--- src/rtl/uio_sched_pkg.sv ---
// Shared types and constants for the uio pad-bus scheduler.
package uio_sched_pkg;

    typedef enum logic [2:0] {
        IDLE   = 3'd0,
        GNT    = 3'd1,
        DRIVE  = 3'd2,
        SAMPLE = 3'd3,
        TURN   = 3'd4
    } state_t;

    localparam logic [7:0] OE_DRIVE   = 8'hFF;
    localparam logic [7:0] OE_RELEASE = 8'h00;
    localparam int         ID_W       = 2;

endpackage

--- src/rtl/rr_arbiter.sv ---
// Combinational round-robin pick: first asserted request at or after ptr.
module rr_arbiter
    import uio_sched_pkg::*;
#(
    parameter int NREQ = 2
) (
    input  logic [NREQ-1:0] req,
    input  logic [ID_W-1:0] ptr,
    output logic [NREQ-1:0] gnt,
    output logic [ID_W-1:0] idx
);

    logic found;

    // NOTE: every output gets a default before the search so no path leaves a latch.
    always_comb begin
        gnt   = '0;
        idx   = '0;
        found = 1'b0;
        for (int k = 0; k < NREQ; k++) begin
            for (int i = 0; i < NREQ; i++) begin
                if (!found && req[i] && (((int'(ptr) + k) % NREQ) == i)) begin
                    gnt[i] = 1'b1;
                    idx    = ID_W'(i);
                    found  = 1'b1;
                end
            end
        end
    end

endmodule

--- src/rtl/uio_bus_scheduler.sv ---
// Round-robin time-multiplexer of the bidirectional uio pad bus; one write or
// read per grant, always followed by a released-bus turnaround.
module uio_bus_scheduler
    import uio_sched_pkg::*;
#(
    parameter int NREQ     = 2,
    parameter int HOLD_CYC = 2,
    parameter int TURN_CYC = 1
) (
    input  logic              clk,
    input  logic              rst_n,
    input  logic              ena,
    input  logic [NREQ-1:0]   req_valid,
    input  logic [NREQ-1:0]   req_write,
    input  logic [NREQ*8-1:0] req_data,
    output logic [NREQ-1:0]   req_ready,
    output logic [7:0]        rd_data,
    output logic              rd_valid,
    output logic [ID_W-1:0]   rd_id,
    input  logic [7:0]        uio_in,
    output logic [7:0]        uio_out,
    output logic [7:0]        uio_oe,
    output logic              busy
);

    localparam int CNT_MAX = (HOLD_CYC > TURN_CYC) ? HOLD_CYC : TURN_CYC;
    localparam int CNT_W   = $clog2(CNT_MAX + 1);
    localparam logic [CNT_W-1:0] HOLD_LOAD = CNT_W'(HOLD_CYC - 1);
    localparam logic [CNT_W-1:0] TURN_LOAD = CNT_W'(TURN_CYC - 1);

    state_t          state;
    logic [ID_W-1:0] ptr;
    logic [CNT_W-1:0] cnt;
    logic            lat_write;
    logic [7:0]      lat_data;
    logic [ID_W-1:0] lat_id;

    logic [NREQ-1:0] gnt;
    logic [ID_W-1:0] gnt_idx;
    logic [7:0]      win_data;
    logic            win_write;

    rr_arbiter #(.NREQ(NREQ)) u_arb (
        .req (req_valid),
        .ptr (ptr),
        .gnt (gnt),
        .idx (gnt_idx)
    );

    always_comb begin
        win_data = '0;
        for (int i = 0; i < NREQ; i++) begin
            if (gnt[i]) win_data = req_data[i*8 +: 8];
        end
    end

    assign win_write = |(req_write & gnt);
    assign busy      = (state != IDLE);

    // NOTE: all state and registered outputs use non-blocking assignments so every
    // register samples the pre-edge values of the others.
    always_ff @(posedge clk) begin
        if (!rst_n) begin
            state     <= IDLE;
            ptr       <= '0;
            cnt       <= '0;
            lat_write <= 1'b0;
            lat_data  <= '0;
            lat_id    <= '0;
            req_ready <= '0;
            rd_valid  <= 1'b0;
            rd_data   <= '0;
            rd_id     <= '0;
            uio_oe    <= OE_RELEASE;
            uio_out   <= '0;
        end else if (ena) begin
            req_ready <= '0;
            rd_valid  <= 1'b0;
            unique case (state)
                IDLE: begin
                    if (|req_valid) begin
                        state     <= GNT;
                        req_ready <= gnt;
                        lat_write <= win_write;
                        lat_data  <= win_data;
                        lat_id    <= gnt_idx;
                        ptr       <= (int'(gnt_idx) == NREQ - 1) ? '0 : gnt_idx + ID_W'(1);
                    end
                end
                GNT: begin
                    cnt <= HOLD_LOAD;
                    if (lat_write) begin
                        state   <= DRIVE;
                        uio_oe  <= OE_DRIVE;
                        uio_out <= lat_data;
                    end else begin
                        state <= SAMPLE;
                    end
                end
                DRIVE, SAMPLE: begin
                    if (cnt == '0) begin
                        state   <= TURN;
                        cnt     <= TURN_LOAD;
                        uio_oe  <= OE_RELEASE;
                        uio_out <= '0;
                        // Read data is captured as the settle window closes.
                        if (state == SAMPLE) begin
                            rd_data  <= uio_in;
                            rd_valid <= 1'b1;
                            rd_id    <= lat_id;
                        end
                    end else begin
                        cnt <= cnt - CNT_W'(1);
                    end
                end
                TURN: begin
                    if (cnt == '0) state <= IDLE;
                    else           cnt   <= cnt - CNT_W'(1);
                end
                default: state <= IDLE;
            endcase
        end
    end

endmodule

--- config.mk ---
export PLATFORM = sky130hd
export DESIGN_NAME = uio_bus_scheduler
export DESIGN_NICKNAME = d
export VERILOG_FILES = /design/src/rtl/uio_sched_pkg.sv /design/src/rtl/rr_arbiter.sv /design/src/rtl/uio_bus_scheduler.sv
export SDC_FILE = /design/constraint.sdc
export NUM_CORES = 1
export LEC_CHECK = 0
export CAP_MARGIN = 10
export CORE_UTILIZATION = 49
export CTS_CLUSTER_DIAMETER = 30
export DETAILED_ROUTE_END_ITERATION = 10
export HOLD_SLACK_MARGIN = 0.05
export PLACE_DENSITY = 0.85
export SLEW_MARGIN = 40
export SYNTH_ARGS = -nofsm -noshare
export SYNTH_HDL_FRONTEND = slang
export SYNTH_SLANG_ARGS = --single-unit
--- constraint.sdc ---
create_clock -name clk -period 2.75 [get_ports clk]
set_input_delay 0.55 -clock clk [delete_from_list [all_inputs] [get_ports clk]]
set_output_delay 0.55 -clock clk [all_outputs]
set_load 0.02 [all_outputs]
== Word level (Yosys, flattened, before mapping) ==
Cells that the tools add are included.
Operators by class
  add/sub/neg operators: 3
  eq/ne operators: 11
  multiplexer cells: 30
  bitwise gates (word level): 2
  reductions and logical operators: 25
Operators by type and width (number)
  $logic_not A32 Y1: 2
  $mux W8: 5
  $pmux W8 S2: 2
  $mux W1: 14
  $pmux W3 S4: 1
  $reduce_and A4 Y1: 3
  $ne A2 B2 Y1 const B: 5
  $mux W3: 3
  $mux W2: 4
  $logic_and A1 B1 Y1: 7
  $eq A3 B2 Y1 const B: 2
  $pmux W2 S3: 1
  $reduce_and A3 Y1: 2
  $reduce_bool A3 Y1: 2
  $reduce_or A2 Y1: 3
  $eq A2 B2 Y1 const B: 2
  $eq A3 B1 Y1 const B: 1
  $eq A3 B3 Y1 const B: 1
  $logic_not A1 Y1: 3
  $logic_not A3 Y1: 1
  $add A1 B1 Y1 const B: 2
  $and A2 B2 Y2: 1
  $logic_not A2 Y1: 1
  $reduce_bool A2 Y1: 1
  other kinds (2): 2
Storage, ports and cells
  register bits after elaboration: 46
  input bits: 31
  output and inout bits: 30
  word-level logic and storage cells: 83

== Logic depth before layout (Yosys ltp) ==
  word-level depth: 17
  gate-level depth with buffers: 6

== By module ==
From an unflattened synthesis, not the netlist that was laid out.
Second synthesis, totals
  cell total of the unflattened synthesis: 235
  area, all modules: 1984.4 sq um
Modules (own cells, without submodules)
  uio_bus_scheduler: instances 1, cells an instance 229, area each 1943.1 sq um
  rr_arbiter: instances 1, cells an instance 6, area each 41.3 sq um

== Least setup slack after synthesis ==
Ideal clock, no wire load.
  kind: input-to-reg
  start: input port rst_n
  end: register rd_data[4]
  library setup time: 0.144 ns
  arrival time: 1.249 ns
  slack: 1.357 ns
  cell stages on the path: 4
  buffers on the path: 2
  path through: buf_2 -> inv_1 -> clkbuf_1 -> a21oi_1
RTL lines
  start, declared: line uio_bus_scheduler.sv:11  | input logic rst_n,
  end signal, assigned: line uio_bus_scheduler.sv:108  | rd_data <= uio_in;
  end, declared: line uio_bus_scheduler.sv:17  | output logic [7:0] rd_data,
No word-level cell between the ends.

== Final worst setup path ==
  start: register state[1]
  end: output port busy
Between the ends
  word-level cells in the longest chain between the ends: 1
RTL lines
  start, declared: line uio_bus_scheduler.sv:31  | state_t state;
  start signal, assigned: line uio_bus_scheduler.sv:64  | state <= IDLE;
  start signal, assigned: line uio_bus_scheduler.sv:82  | state <= GNT;
  start signal, assigned: line uio_bus_scheduler.sv:93  | state <= DRIVE;
  $reduce_bool A3 Y1: line uio_bus_scheduler.sv:58  | assign busy = (state != IDLE);
  end, declared: line uio_bus_scheduler.sv:23  | output logic busy
Every way passes these cells.

==> flow_summary_export.csv <==
group,metric,value,unit
global_routing,grt_overflow,0,
cts,cts_root_buf,"clkbuf_8",
worst_hold_path,hold_depth,2,
synthesis,synth_area,0.00184,sq mm
sta,hold_viol_final,0,
floorplan,die_w,63.3,microns
worst_setup_path,crit_required,2.20,ns
layout,drive_gt1_share,10.1,%
sta,maxSlewHeadroom,43.2,%
sta,tns,0,ns
floorplan,start_util,53.1,%
pwr,p_leak,0.941,nW
synthesis,synth_top_area_share,40.2,%
worst_hold_path,hold_class,"reg -> reg",
sta,period_needed,2.31,ns
pwr,vdd_drop_max,383,uV
layout,nets,280,
synthesis,ys_ff_latch,37,
synthesis,syn_inst,201,
sta,maxSlewViolCount,0,
placed_design,placedCellCount,285,
cts,cts_tree,"built",
worst_setup_path,worst_ep_arrival_time,1.76,ns
cts,numCtsBuffers,5,
cts,h-tree-depth,2,
sta,timing.hold.ws,0.458,ns
sta,rsz0062_at_grt,"false",
placed_design,place_hpwl,2880,microns
job,cap_violations,0,
sta,tightestPinTransition,0.851,ns
sta,setup_viol,0,
worst_hold_path,hp-start,"uio_out[3]",
synthesis,yosysUniqueCellTypes,40,
placed_design,gp_congestion,0.746,
worst_setup_path,rrSetupSlack,0.74,ns
synthesis,syn-num-nets,235,
layout,antenna_cells,0,
layout,area.sequential,741,sq um
detailed_routing,vias_per_cell,5.57,
detailed_routing,ant_nets,0,
detailed_routing,wire_per_inst,14.5,microns
worst_setup_path,reg2reg_from,"cnt[0]",
cts,clk_pin_slew_worst_paths,0.07,ns
worst_setup_path,critPathLaunch,"state[1]",
synthesis,synth_area_leaders,"dfxtp_1 (40%), mux2i_1 (6.0%), a21oi_1 (5.7%), a211oi_2 (5.4%), nand3_1 (4.6%)",
worst_setup_path,cp-start-kind,"flip-flop",
worst_hold_path,hold_end,"uio_out[3]",
sta,max_freq,0.434,GHz
worst_setup_path,r2r-end,"uio_out[4]",
layout,multi_input_area,942,sq um
synthesis,yosysSeqAreaShare,40.2,%
detailed_routing,first_pass_iters,4,
placed_design,placed_cell_area,0.00238,sq mm
synthesis,yosys_warnings,0,
cts,cts_sinks,37,
detailed_routing,drc,0,
cts,cts_resized,0,
worst_setup_path,crit_path_max_fanout,15,
layout,final_util,72.5,%
global_routing,grt_usage,22.7,%
detailed_routing,wirelength,4250,microns
layout,final_common_cell,"clkdlybuf4s50_1",
cts,clk_latency,0.30,ns
floorplan,io_pins,61,
floorplan,core,0.00347,sq mm
layout,area_delta_synth_final,36.5,%
floorplan,row_count,21,
detailed_routing,vias,1633,
floorplan,die_area,0.00401,sq mm
synthesis,syn_avg_cell_area,9.16,sq um
worst_setup_path,end_kind,"primary output",
global_routing,grt_pass1_wl,7090,microns
status,status,"finished, final reports clean",
detailed_routing,drt_iter0_markers,104,
global_routing,grt_pass1_vias,1529,
layout,layout_common_cells,"clkdlybuf4s50_1 (59), dfxtp_1 (37), a21oi_1 (21)",
layout,final_area,0.00251,sq mm
placed_design,port_buffers,59,
worst_setup_path,worst-setup-path-type,"reg -> out",
global_routing,grt_max_degree,28,
synthesis,yosysTopAreaCell,"dfxtp_1",
cts,holdBufCountCts,0,
cts,cts_setup_buffers,0,
cts,cts_buffer_depth,2,
sta,min_period_over_period,83.9,%
worst_setup_path,reg2reg_depth,6,
pwr,power.density,558,mW/mm^2
floorplan,fp.dieH,63.3,microns
sta,clock_skew,0.00604,ns
layout,nFillCells,277,
global_routing,antenna_found_initial,0,
layout,stdcell_count,293,
-- cell usage after synthesis, drive strengths merged --
library cell / n
o211a: 1
a211oi: 9
and3: 1
and2: 2
o21ba: 1
o21ai: 13
o21a: 2
a32o: 1
a21boi: 2
inv: 3
mux2i: 11
ha: 3
or3: 1
conb: 1
nand2: 15
nand4bb: 1
nand3b: 1
nand3: 17
dfxtp: 37
clkbuf: 8
nand2b: 2
buf: 18
o31ai: 1
o211ai: 2
nor2: 3
nor4b: 3
and3b: 3
nor2b: 4
and4b: 1
a32oi: 9
a2bb2oi: 1
a21oi: 21
a311oi: 1
or2: 2
-- cells by family (layout without fill, tap and decap cells) --
logic type / after synthesis / after routing / synth area share (%)
AOI/OAI and AO/OA: 64 / 64 / 25.0
and+or+nand+nor: 56 / 56 / 17.9
buffers and inverters: 29 / 75 / 8.63
other: 1 / 1 / 0.204
muxes: 11 / 11 / 5.98
DFF: 37 / 37 / 40.2
adders and majority gates: 3 / 3 / 2.04
-- registers in the layout, indices dropped and copies added, names as in the netlist --
signal / flops
state: 3
req_ready: 2
ptr: 1
cnt: 2
lat_id: 1
rd_valid: 1
uio_out: 8
uio_oe: 1
lat_write: 1
lat_data: 8
rd_id: 1
rd_data: 8
-- layout make-up --
class / instances / area share [%]
multi-input cells: 135 / 37.5
flip-flops and latches: 37 / 29.5
repair buffers: 64 / 25.0
clock buffers: 5 / 2.74
clock inverters: 3 / 2.59
well taps: 46 / 2.29
inverters: 3 / 0.448
-- how the worst max path moves through the flow --
stage	to	depth (start not counted)	slack [ns]
2_1_floorplan	rd_data[4]	4	1.36
3_3_place_gp	lat_data[0]	4	0.44
3_5_place_dp	lat_data[0]	4	0.42
4_1_cts	busy	2	0.45
5_1_grt	busy	2	0.36
6_report	busy	2	0.44
-- report_power, final --
part           switching [mW]  internal [mW]
clock network           0.199          0.360
logic                   0.128          0.124
registers              0.0285          0.563
-- layer usage --
metal | GRT usage, % | share of wire (%)
met1 | 28.5 | 48
met4 | 7.10 | 0.85
met5 | 0 | 0
met2 | 36.6 | 48
met3 | 7.43 | 3.5
-- worst max-delay path: stages (launching register included) --
cell,delay (ns)
dfxtp_1,0.65
or3_1,0.20
clkdlybuf4s50_1,0.61
-- per-stage QoR --
| step | power (mW) | setup slack, ns |
|---|---|---|
| global placement | 0.848 | 0.439 |
| CTS | 1.41 | 0.447 |
| floorplan | 0.764 | 1.36 |
| global route | 1.46 | 0.357 |
| detailed placement | 0.853 | 0.416 |
| finish | 1.40 | 0.444 |
No activity file was read; power rests on OpenSTA's default activity.
